$ cat src/rtl/avmm_csr_slave.sv
// Avalon-MM CSR slave: 8-word register bank with 2-cycle pipelined reads,
// sticky event capture, saturating event counter and 64-bit timestamp.
module avmm_csr_slave #(
   parameter logic [31:0] ID_VALUE  = 32'h05D1_0001,
   parameter logic [31:0] BASE_ADDR = 32'h0000_0000
) (
   input  logic        clk_clk,
   input  logic        clk_reset_reset_n,
   input  logic [31:0] avs_address,
   input  logic        avs_read,
   input  logic        avs_write,
   input  logic [31:0] avs_writedata,
   input  logic [3:0]  avs_byteenable,
   output logic [31:0] avs_readdata,
   output logic        avs_readdatavalid,
   output logic        avs_waitrequest,
   output logic [31:0] ctrl_out,
   input  logic [31:0] status_in,
   input  logic [7:0]  event_in
);

   localparam int unsigned DW  = 32;
   localparam int unsigned EW  = 8;
   localparam int unsigned TSW = 64;
   localparam int unsigned BW  = 4;

   localparam logic [2:0] A_ID      = 3'd0;
   localparam logic [2:0] A_SCRATCH = 3'd1;
   localparam logic [2:0] A_CONTROL = 3'd2;
   localparam logic [2:0] A_STATUS  = 3'd3;
   localparam logic [2:0] A_STICKY  = 3'd4;
   localparam logic [2:0] A_EVT_CNT = 3'd5;
   localparam logic [2:0] A_TS_LO   = 3'd6;
   localparam logic [2:0] A_TS_HI   = 3'd7;

   typedef enum logic {ST_INIT = 1'b0, ST_RUN = 1'b1} state_t;

   state_t state_q, state_d;
   logic   waitrequest_c;

   logic [DW-1:0]  scratch, control, evt_cnt, evt_cnt_d, ts_hi_latch;
   logic [EW-1:0]  sticky, sticky_d, event_q, rise, w1c_mask;
   logic [TSW-1:0] ts;
   logic [DW-1:0]  rd_data, s1_data;
   logic           s1_valid;
   logic           in_window, wr_en, rd_en;
   logic [2:0]     word;
   logic           unused_addr;

   // Bus stalls only for the single cycle following reset release
   always_ff @(posedge clk_clk or negedge clk_reset_reset_n) begin
      if (!clk_reset_reset_n) state_q <= ST_INIT;
      else                    state_q <= state_d;
   end

   always_comb begin
      state_d = state_q;
      case (state_q)
         ST_INIT: state_d = ST_RUN;
         ST_RUN:  state_d = ST_RUN;
         default: state_d = ST_INIT;
      endcase
   end

   always_comb begin
      waitrequest_c = 1'b1;
      if (state_q == ST_RUN) waitrequest_c = 1'b0;
   end

   assign avs_waitrequest = waitrequest_c;

   assign unused_addr = ^avs_address[1:0];
   assign word        = avs_address[4:2];
   assign in_window   = (avs_address[31:5] == BASE_ADDR[31:5]);
   assign wr_en       = avs_write & ~waitrequest_c & in_window;
   assign rd_en       = avs_read & ~avs_write & ~waitrequest_c;
   assign rise        = event_in & ~event_q;

   function automatic logic [DW-1:0] be_merge(input logic [DW-1:0] old_v,
                                              input logic [DW-1:0] new_v,
                                              input logic [BW-1:0] be);
      logic [DW-1:0] res;
      res = old_v;
      for (int i = 0; i < int'(BW); i++)
         if (be[i]) res[i*8 +: 8] = new_v[i*8 +: 8];
      return res;
   endfunction

   // Read mux; out-of-window reads return zero
   always_comb begin
      rd_data = '0;
      if (in_window) begin
         case (word)
            A_ID:      rd_data = ID_VALUE;
            A_SCRATCH: rd_data = scratch;
            A_CONTROL: rd_data = control;
            A_STATUS:  rd_data = status_in;
            A_STICKY:  rd_data = DW'(sticky);
            A_EVT_CNT: rd_data = evt_cnt;
            A_TS_LO:   rd_data = ts[DW-1:0];
            A_TS_HI:   rd_data = ts_hi_latch;
            default:   rd_data = '0;
         endcase
      end
   end

   // Rising edges set sticky bits even when a W1C hits the same bit
   always_comb begin
      w1c_mask = '0;
      if (wr_en && word == A_STICKY && avs_byteenable[0])
         w1c_mask = avs_writedata[EW-1:0];
      sticky_d = (sticky & ~w1c_mask) | rise;
   end

   always_comb begin
      evt_cnt_d = evt_cnt;
      if (wr_en && word == A_EVT_CNT)
         evt_cnt_d = rise[0] ? DW'(1) : '0;
      else if (rise[0] && evt_cnt != '1)
         evt_cnt_d = evt_cnt + DW'(1);
   end

   always_ff @(posedge clk_clk or negedge clk_reset_reset_n) begin
      if (!clk_reset_reset_n) begin
         scratch     <= '0;
         control     <= '0;
         sticky      <= '0;
         evt_cnt     <= '0;
         ts          <= '0;
         ts_hi_latch <= '0;
         event_q     <= '0;
      end else begin
         event_q <= event_in;
         sticky  <= sticky_d;
         evt_cnt <= evt_cnt_d;
         ts      <= ts + TSW'(1);
         if (wr_en && word == A_SCRATCH)
            scratch <= be_merge(scratch, avs_writedata, avs_byteenable);
         if (wr_en && word == A_CONTROL)
            control <= be_merge(control, avs_writedata, avs_byteenable);
         if (rd_en && in_window && word == A_TS_LO)
            ts_hi_latch <= ts[TSW-1:DW];
      end
   end

   assign ctrl_out = control;

   // Two-stage read pipeline; readdata holds between strobes
   always_ff @(posedge clk_clk or negedge clk_reset_reset_n) begin
      if (!clk_reset_reset_n) begin
         s1_valid          <= 1'b0;
         s1_data           <= '0;
         avs_readdatavalid <= 1'b0;
         avs_readdata      <= '0;
      end else begin
         s1_valid          <= rd_en;
         if (rd_en) s1_data <= rd_data;
         avs_readdatavalid <= s1_valid;
         if (s1_valid) avs_readdata <= s1_data;
      end
   end

endmodule

$ cat config.mk
export PLATFORM = sky130hd
export DESIGN_NAME = avmm_csr_slave
export DESIGN_NICKNAME = d
export VERILOG_FILES = /design/src/rtl/avmm_csr_slave.sv
export SDC_FILE = /design/constraint.sdc
export NUM_CORES = 1
export LEC_CHECK = 0
export ABC_AREA = 0
export CAP_MARGIN = 20
export CORE_MARGIN = 10
export CORE_UTILIZATION = 25
export CTS_CLUSTER_SIZE = 10
export DETAILED_ROUTE_END_ITERATION = 16
export DONT_BUFFER_PORTS = 1
export HOLD_SLACK_MARGIN = 0.06
export SLEW_MARGIN = 20
export SYNTH_ARGS = -nofsm -noshare
export SYNTH_HDL_FRONTEND = slang
export SYNTH_SLANG_ARGS = --single-unit
$ cat constraint.sdc
create_clock -name clk_clk -period 5.9 [get_ports clk_clk]
set_clock_uncertainty 0.05 [all_clocks]
set_input_delay 0.295 -clock clk_clk [delete_from_list [all_inputs] [get_ports clk_clk]]
set_output_delay 0.295 -clock clk_clk [all_outputs]
set_load 0.005 [all_outputs]
==> results.yml, run 1 <==
setup_path:
  end_kind: "register"
  cp-start-kind: "register"
  critPathKind: "register to register"
  required_ns: 6.29
  arrival_ns: 3.22
  r2r.worst_path.cells: 7
  cp_max_fo: 33
logic_synthesis:
  netlist.area_leader.share_pct: 54.5
  synth_cell_types: 59
  async_reset_ff_share_pct: 100
  synth.most_common_cell: "dfrtp_1"
  synth_edf_count: 0
  synth_top_flop_cell: "dfrtp_1"
  synth.yosys.seq_area_share_pct: 54.5
  syn_inst: 1078
  avgSynthCellArea_um2: 11.7
  synth_top_area_cell: "dfrtp_1"
  yosys_warnings: 0
  synth_area_leaders: "dfrtp_1, mux2_2, a22oi_1"
  ys_seq_elements: 275
  ys_top_cells_by_count: "dfrtp_1, mux2_2, nand3_1"
  synth_area_um2: 12600
  synth_nets: 1192
cells_and_area:
  fin_area_um2: 14900
  drive_gt1_share_pct: 18.3
  layout.nets: 1244
  syn_to_final_growth_pct: 17.8
  fill_cells: 5166
  fin_cells: 1816
timing:
  fmax_mhz: 354
  period_minus_slack_ns: 2.82
  worst_hold_slack_ns: -0.552
  drv_slew: 0
  finalSetupViolCount: 0
  tns_ns: 0
  rsz0062_at_grt: "no"
  slew_headroom_pct: 21.1
  final_hold_viol_count: 275
  worst_pin_slew_ns: 1.18
  fin_crit_sh_pct: 47.9
grt:
  antenna_found_initial: 8
  grt_start_max_net_pins: 276
  grt_pass1_wl_um: 59000
  grt_pass1_vias: 9206
  track_usage_pct: 12.6
  grt-ovfl-total: 0
cts:
  clk_latency_ns: 0.52
  cts_buffers: 34
  tritoncts: "yes"
  clock_sinks: 275
  root_buffer: "clkbuf_16"
  cts_buffer_depth: 3
  clk_pin_slew_ns: 0.06
  cts_max_level: 2
  holdBufCountCts: 63
placement:
  dp_hpwl_um: 27400
  placed_cell_area_um2: 13300
  gp_congestion: 0.841
  dp_cells: 1703
  port_buffers: 0
routing:
  drtAntennaViolNets: 0
  drtIter0Drc: 758
  first_pass_iters: 5
  wl_um: 39100
  vias: 9097
  drcViolationCount: 0
  drt-vias-per-instance: 5.01
  wire_per_inst_um: 21.5
worst_hold_path:
  worstHoldPathType: "input port to async pin"
pwr:
  peakVddDrop_mv: 0.155
  p_leak_nw: 6.51
  power.density_nw_per_um2: 269
die:
  die_y_um: 245
  ios: 178
  core_um2: 50100
  die_x_um: 245
  start_util_pct: 25.2
  fp.dieArea_um2: 59900
  rows: 82
job:
  drv_cap: 0
outcome:
  status: "finished, violations left"
  violations: "negative hold slack"
[worst max-delay path, stage by stage, from the launching register on]
cell	delay [ns]
dfrtp_1	0.48
nand3b_1	0.11
buf_4	0.28
inv_2	0.10
and3_1	0.51
a21boi_2	0.70
buf_4	0.33
a22o_1	0.16
[worst paths after layout]
kind / endpoint / startpoint / slack (ns)
worst min-delay path: avs_readdata[6]$_DFFE_PN0P_ / clk_reset_reset_n / -0.55
max in group asynchronous: ctrl_out[18]$_DFFE_PN0P_ / clk_reset_reset_n / 5.64
worst max register to register: s1_data[19]$_DFFE_PN0P_ / state_q$_DFF_PN0_ / 3.08
min in group clk_clk: s1_data[10]$_DFFE_PN0P_ / status_in[10] / 0.09
worst min register to register: sticky[7]$_DFF_PN0_ / event_q[7]$_DFF_PN0_ / 0.36
worst max-delay path: s1_data[19]$_DFFE_PN0P_ / state_q$_DFF_PN0_ / 3.08
[metal layers]
metal / wire, µm / vias up / GRT usage [%]
met1: 16400 / 4675 / 15.6
met4: 1390 / 2 / 5.72
met2: 19000 / 255 / 20.4
met3: 2310 / 76 / 3.00
met5: 13 / - / 0
li1: - / 4089 / -
[final cells by class]
class	count	area [µm²]	share of cell area, %
Clock buffer	39	901	6.06
Tap cell	672	841	5.65
Multi-Input combinational cell	717	5410	36.3
Sequential cell	275	6880	46.3
Antenna cell	8	20.0	0.135
Timing Repair Buffer	69	676	4.54
Inverter	33	124	0.833
Clock inverter	3	25.0	0.168
[what timing repair did]
action,4_1_cts,5_1_grt
resized for setup,0,0
setup buffers,0,0
endpoints found under the hold margin,382,275
[placed cells by master (no fill, tap or decap), types with 7 or more instances in the layout]
cell type,count
dfrtp_1,274
inv_1,32
nand3_1,68
mux2_2,133
or3_1,7
clkbuf_16,35
dlygate4sd3_1,63
a22oi_1,63
or4_1,11
xor2_1,26
a22o_1,32
xnor2_1,46
mux2i_1,11
o211ai_1,7
and4_1,11
nor3_1,13
nor2_1,40
o21ai_0,31
nand2_1,53
nor3_2,10
and3_1,16
nor4_1,12
nand4_1,27
diode_2,8
a21oi_1,30
[power by group]
group	switching, mW	total (mW)	internal (mW)
Clock	0.779	1.85	1.07
Combinational	0.0995	0.183	0.0830
Sequential	0.0528	1.97	1.92
[logic make-up (layout without fill, tap and decap cells)]
kind of cell	count (synthesis)	after routing	share of synthesized area [%]
buf+inv	86	144	2.77
mux	146	146	13.1
flops	275	275	54.5
simple gates	300	300	13.5
other cells	1	9	0.0297
compound gates	196	196	10.9
fa+ha+maj	2	2	0.198
xor+xnor	72	72	4.99
[per-stage QoR]
stage	util [%]	hold slack [ns]	power [mW]	setup WS, ns
2_1_floorplan	-	-0.0506	2.09	3.83
3_3_place_gp	26.6	-0.0330	2.13	2.90
3_5_place_dp	26.6	-0.0332	2.13	2.92
4_1_cts	29.7	-0.574	4.04	3.00
5_1_grt	29.7	-0.574	4.14	2.96
6_report	29.7	-0.552	4.00	3.08
[sequential cells by signal, summed over array words and instances, names as in the netlist]
signal,flops
event_q,8
sticky,8
s1_valid,1
scratch,32
s1_data,32
evt_cnt,32
state_q,1
ts,64
ctrl_out,32
avs_readdatavalid,1
avs_readdata,32
ts_hi_latch,32
No activity file was read; power rests on OpenSTA's default activity.
==> run 2: changes to the inputs <==
- clock period: 5.9 -> 2.8 ns (I/O delays scaled with it)
==> run 2 against run 1 <==
Compared with the run above: the flow still finishes with violations (negative hold slack); register-to-register slack got worse by 2.6 ns; core utilization rose by 0.62 points; largest power group unchanged; via count rose by 1.5%; critical endpoint is now s1_data[5]$_DFFE_PN0P_; critical path depth fell by 2; sequential share of layout area fell by 0.94 points; design area rose by 2.1%; clock power rose by 110%; clock-buffer cell count fell by 1.
==> results.yml, run 2 (synthesis results as in run 1) <==
cts:
  cts_resized: 0
  clock_sinks: 275
  tritoncts: "yes"
  root_buffer: "clkbuf_16"
  clk_latency_ns: 0.53
  cts_max_level: 2
  cts_setup_buffers: 0
  clk_pin_slew_ns: 0.05
  holdBufCountCts: 74
  cts_buffer_depth: 3
  cts_buffers: 34
die:
  fp.dieArea_um2: 59900
  die_y_um: 245
  ios: 178
  die_x_um: 245
  rows: 82
  core_um2: 50100
  start_util_pct: 25.2
cells_and_area:
  largest_register_ffs: 64
  multi_input_area_um2: 5400
  final_core_util_pct: 30.3
  drive_gt1_share_pct: 20.1
  fin_area_um2: 15200
  final_common_cell: "dfrtp_1"
  fill_cells: 5158
  regArea_um2: 6880
  syn_to_final_growth_pct: 20.2
  top_register: "ts"
  mostFrequentLayoutCells: "dfrtp_1, mux2_2, dlygate4sd3_1"
  layout.nets: 1283
grt:
  track_usage_pct: 12.7
  grt_start_max_net_pins: 276
  grt_pass1_vias: 9601
  grt_pass1_wl_um: 59300
  antenna_found_initial: 5
  grt-ovfl-total: 0
timing:
  drv_slew: 0
  rsz0062_at_grt: "no"
  finalSetupViolCount: 0
  tns_ns: 0
  slew_headroom_pct: 25.0
  worst_hold_slack_ns: -0.714
  worst_pin_slew_ns: 1.12
  final_hold_viol_count: 275
  fmax_mhz: 425
  fin_crit_sh_pct: 84.1
  period_minus_slack_ns: 2.35
setup_path:
  required_ns: 3.12
  cp_max_fo: 21
  end_kind: "register"
  crit_start: "avs_address[3]"
  critPathKind: "input port to register"
  arrival_ns: 2.67
  reg2reg_from: "evt_cnt[21]$_DFFE_PN0P_"
  cp-start-kind: "input port"
pwr:
  peakVddDrop_mv: 0.401
  p_total_mw: 8.42
  p_leak_nw: 6.71
  power.density_nw_per_um2: 555
placement:
  placed_cell_area_um2: 13500
  gp_congestion: 0.825
  dp_hpwl_um: 28200
  port_buffers: 0
routing:
  wire_per_inst_um: 21.1
  wl_um: 39100
  drcViolationCount: 0
  vias: 9237
  drtIter0Drc: 603
  first_pass_iters: 5
  drt-vias-per-instance: 4.98
  drtAntennaViolNets: 0
outcome:
  violations: "negative hold slack"
  status: "finished, violations left"
worst_hold_path:
  worstHoldPathType: "input port to async pin"
job:
  drv_cap: 0
[run 2: area by class of cell]
cell class / instances / area share [%]
well taps: 672 / 5.54
clock inverters: 6 / 0.338
diodes: 4 / 0.0659
flip-flops and latches: 275 / 45.3
clock buffers: 38 / 5.77
repair buffers: 108 / 6.56
inverters: 33 / 0.816
multi-input cells: 717 / 35.6
[run 2: worst max-delay path, stage by stage]
cell and delay [ns]:
dlygate4sd3_1 1.28, mux4_2 0.46, a21oi_1 0.15, dlygate4sd3_1 0.56, o21ai_0 0.07
[run 2: routing by layer]
layer / up-vias / part of all wire [%] / track usage [%] / wire [µm]
met5: - / 0.033 / 0 / 13
met4: 2 / 4.2 / 6.16 / 1630
met3: 78 / 6.4 / 2.89 / 2500
met2: 308 / 49 / 21.4 / 19300
met1: 4680 / 40 / 15.0 / 15600
li1: 4169 / - / - / -
[run 2: per-stage QoR]
stage	worst slack, ns	cells
2_1_floorplan	0.804	1078
3_3_place_gp	0.540	1731
3_5_place_dp	0.496	1731
4_1_cts	0.476	1849
5_1_grt	0.275	1853
6_report	0.446	1853
[run 2: worst paths after layout]
check,endpoint,cells after the start,slack [ns]
worst max-delay path,s1_data[5]$_DFFE_PN0P_,5,0.45
worst min-delay path,ctrl_out[3]$_DFFE_PN0P_,0,-0.71
worst max register to register,evt_cnt[13]$_DFFE_PN0P_,6,0.48
worst min register to register,sticky[1]$_DFF_PN0_,1,0.36
max in group asynchronous,ts[50]$_DFF_PN0_,0,2.74
min in group clk_clk,s1_data[3]$_DFFE_PN0P_,4,0.07
[run 2: report_power, final]
part / leakage (nW) / switching (mW) / total [mW] / internal, mW
logic: 2.55 / 0.232 / 0.424 / 0.193
registers: 3.71 / 0.110 / 4.15 / 4.04
clock network: 0.454 / 1.64 / 3.85 / 2.21
==> run 3: changes to the inputs <==
- clock period: 2.8 -> 2.4 ns (I/O delays scaled with it)
==> run 3 against run 2 <==
Compared with the run above: the flow still finishes with violations (negative hold slack); global-route usage about the same; critical endpoint is now sticky[4]$_DFF_PN0_; setup slack worse by 0.27 ns; non-clock buffer count up 17; core utilization up 0.33 points; hold slack worse by 0.0049 ns; largest cell class unchanged; largest power group unchanged; total power up 18%; flip-flop and latch count unchanged.
==> results.yml, run 3 (synthesis results as in run 1) <==
routing:
  wire_per_inst_um: 21.0
  drcViolationCount: 0
  drtAntennaViolNets: 0
  drt-vias-per-instance: 4.97
  wl_um: 39300
  vias: 9290
  first_pass_iters: 5
  drtIter0Drc: 674
pwr:
  pwr-share-seq_pct: 48.6
  switching_share_pct: 22.9
  switchingPower_mw: 2.27
  clock_power_share_pct: 46.3
  combPwrFrac_pct: 5.1
  peakVddDrop_mv: 0.352
  power.density_nw_per_um2: 647
  p_int_mw: 7.66
  p_leak_nw: 6.82
cts:
  cts_buffer_depth: 3
  clock_sinks: 275
  root_buffer: "clkbuf_16"
  clk_latency_ns: 0.52
  cts_buffers: 34
  cts_max_level: 2
  holdBufCountCts: 78
  tritoncts: "yes"
  clk_pin_slew_ns: 0.06
  cts_setup_buffers: 0
die:
  die_y_um: 245
  fp.dieArea_um2: 59900
  die_x_um: 245
  rows: 82
  core_um2: 50100
  start_util_pct: 25.2
  ios: 178
worst_hold_path:
  worstHoldPathType: "input port to async pin"
placement:
  dp_hpwl_um: 28200
  port_buffers: 0
  gp_congestion: 0.843
  dp_cells: 1745
grt:
  grt-ovfl-total: 0
  grt_pass1_wl_um: 59300
  antenna_found_initial: 5
  grt_start_max_net_pins: 276
  grt_pass1_vias: 9419
  track_usage_pct: 12.7
cells_and_area:
  drive_gt1_share_pct: 20.9
  layout.nets: 1300
  syn_to_final_growth_pct: 21.5
  fill_cells: 5114
  mostFrequentLayoutCells: "dfrtp_1, mux2_2, dlygate4sd3_1"
  final_core_util_pct: 30.7
  largest_register_ffs: 64
  fin_cells: 1870
  top_register: "ts"
  final_common_cell: "dfrtp_1"
outcome:
  status: "finished, violations left"
  violations: "negative hold slack"
timing:
  final_hold_viol_count: 275
  rsz0062_at_grt: "no"
  worst_hold_slack_ns: -0.718
  slew_headroom_pct: 27.6
  period_minus_slack_ns: 2.22
  worst_pin_slew_ns: 1.09
  finalSetupViolCount: 0
  fin_crit_sh_pct: 92.5
  tns_ns: 0
  fmax_mhz: 451
  drv_slew: 0
setup_path:
  cp_max_fo: 8
  required_ns: 2.73
  arrival_ns: 2.55
  critPathKind: "register to register"
  cp-start-kind: "register"
  end_kind: "register"
job:
  drv_cap: 0
## run 3: final timing paths
path	depth (start not counted)	endpoint	slack, ns	from
worst max-delay path	6	sticky[4]$_DFF_PN0_	0.18	state_q$_DFF_PN0_
worst min-delay path	0	avs_readdata[5]$_DFFE_PN0P_	-0.72	clk_reset_reset_n
worst max register to register	6	sticky[4]$_DFF_PN0_	0.18	state_q$_DFF_PN0_
worst min register to register	1	sticky[1]$_DFF_PN0_	0.37	event_q[1]$_DFF_PN0_
max in group asynchronous	0	s1_data[18]$_DFFE_PN0P_	2.42	clk_reset_reset_n
min in group clk_clk	4	s1_data[20]$_DFFE_PN0P_	0.07	avs_address[3]
## run 3: worst max-delay path, stage by stage, from the launching register on
cell	delay [ns]
dfrtp_1	0.47
nand3_1	0.21
nor3_1	0.22
nand3_1	0.28
o21ai_0	0.23
dlygate4sd3_1	0.56
o21ai_0	0.08
## run 3: what timing repair did
action | in CTS | in global routing
setup endpoints to repair | 0 | 2
endpoints found under the hold margin | 389 | 275
resized for setup | 0 | 1
## run 3: area by class of cell
type | count | area [µm²] | area share (%)
Antenna cell | 4 | 10.0 | 0.0652
Sequential cell | 275 | 6880 | 44.8
Tap cell | 672 | 841 | 5.48
Clock buffer | 40 | 895 | 5.83
Multi-Input combinational cell | 717 | 5410 | 35.2
Timing Repair Buffer | 125 | 1150 | 7.47
Inverter | 33 | 124 | 0.807
Clock inverter | 4 | 48.8 | 0.318
## run 3: per-stage QoR
stage / total power, mW / area (µm²) / setup WS (ns)
final: 9.93 / 15400 / 0.181
after global routing: 10.2 / 15400 / 0.0357
after CTS: 10.0 / 15300 / 0.0958
after detailed placement: 5.26 / 13600 / 0.168
after global placement: 5.25 / 13600 / 0.257
after floorplan: 5.14 / 12600 / 0.404
## run 3: power groups by stage
stage,combinational [mW],sequential (mW),clock (mW)
floorplan,0.279,4.86,0
global placement,0.351,4.90,0
detailed placement,0.358,4.90,0
CTS,0.506,4.82,4.70
global route,0.551,4.83,4.86
finish,0.507,4.82,4.60
## run 3: layer usage
metal	vias up	share of wire, %	GRT usage, %
met5	-	0.033	0
met4	2	5.0	6.74
met3	99	7.5	3.42
met2	300	48	20.7
met1	4700	40	15.0
li1	4189	-	-
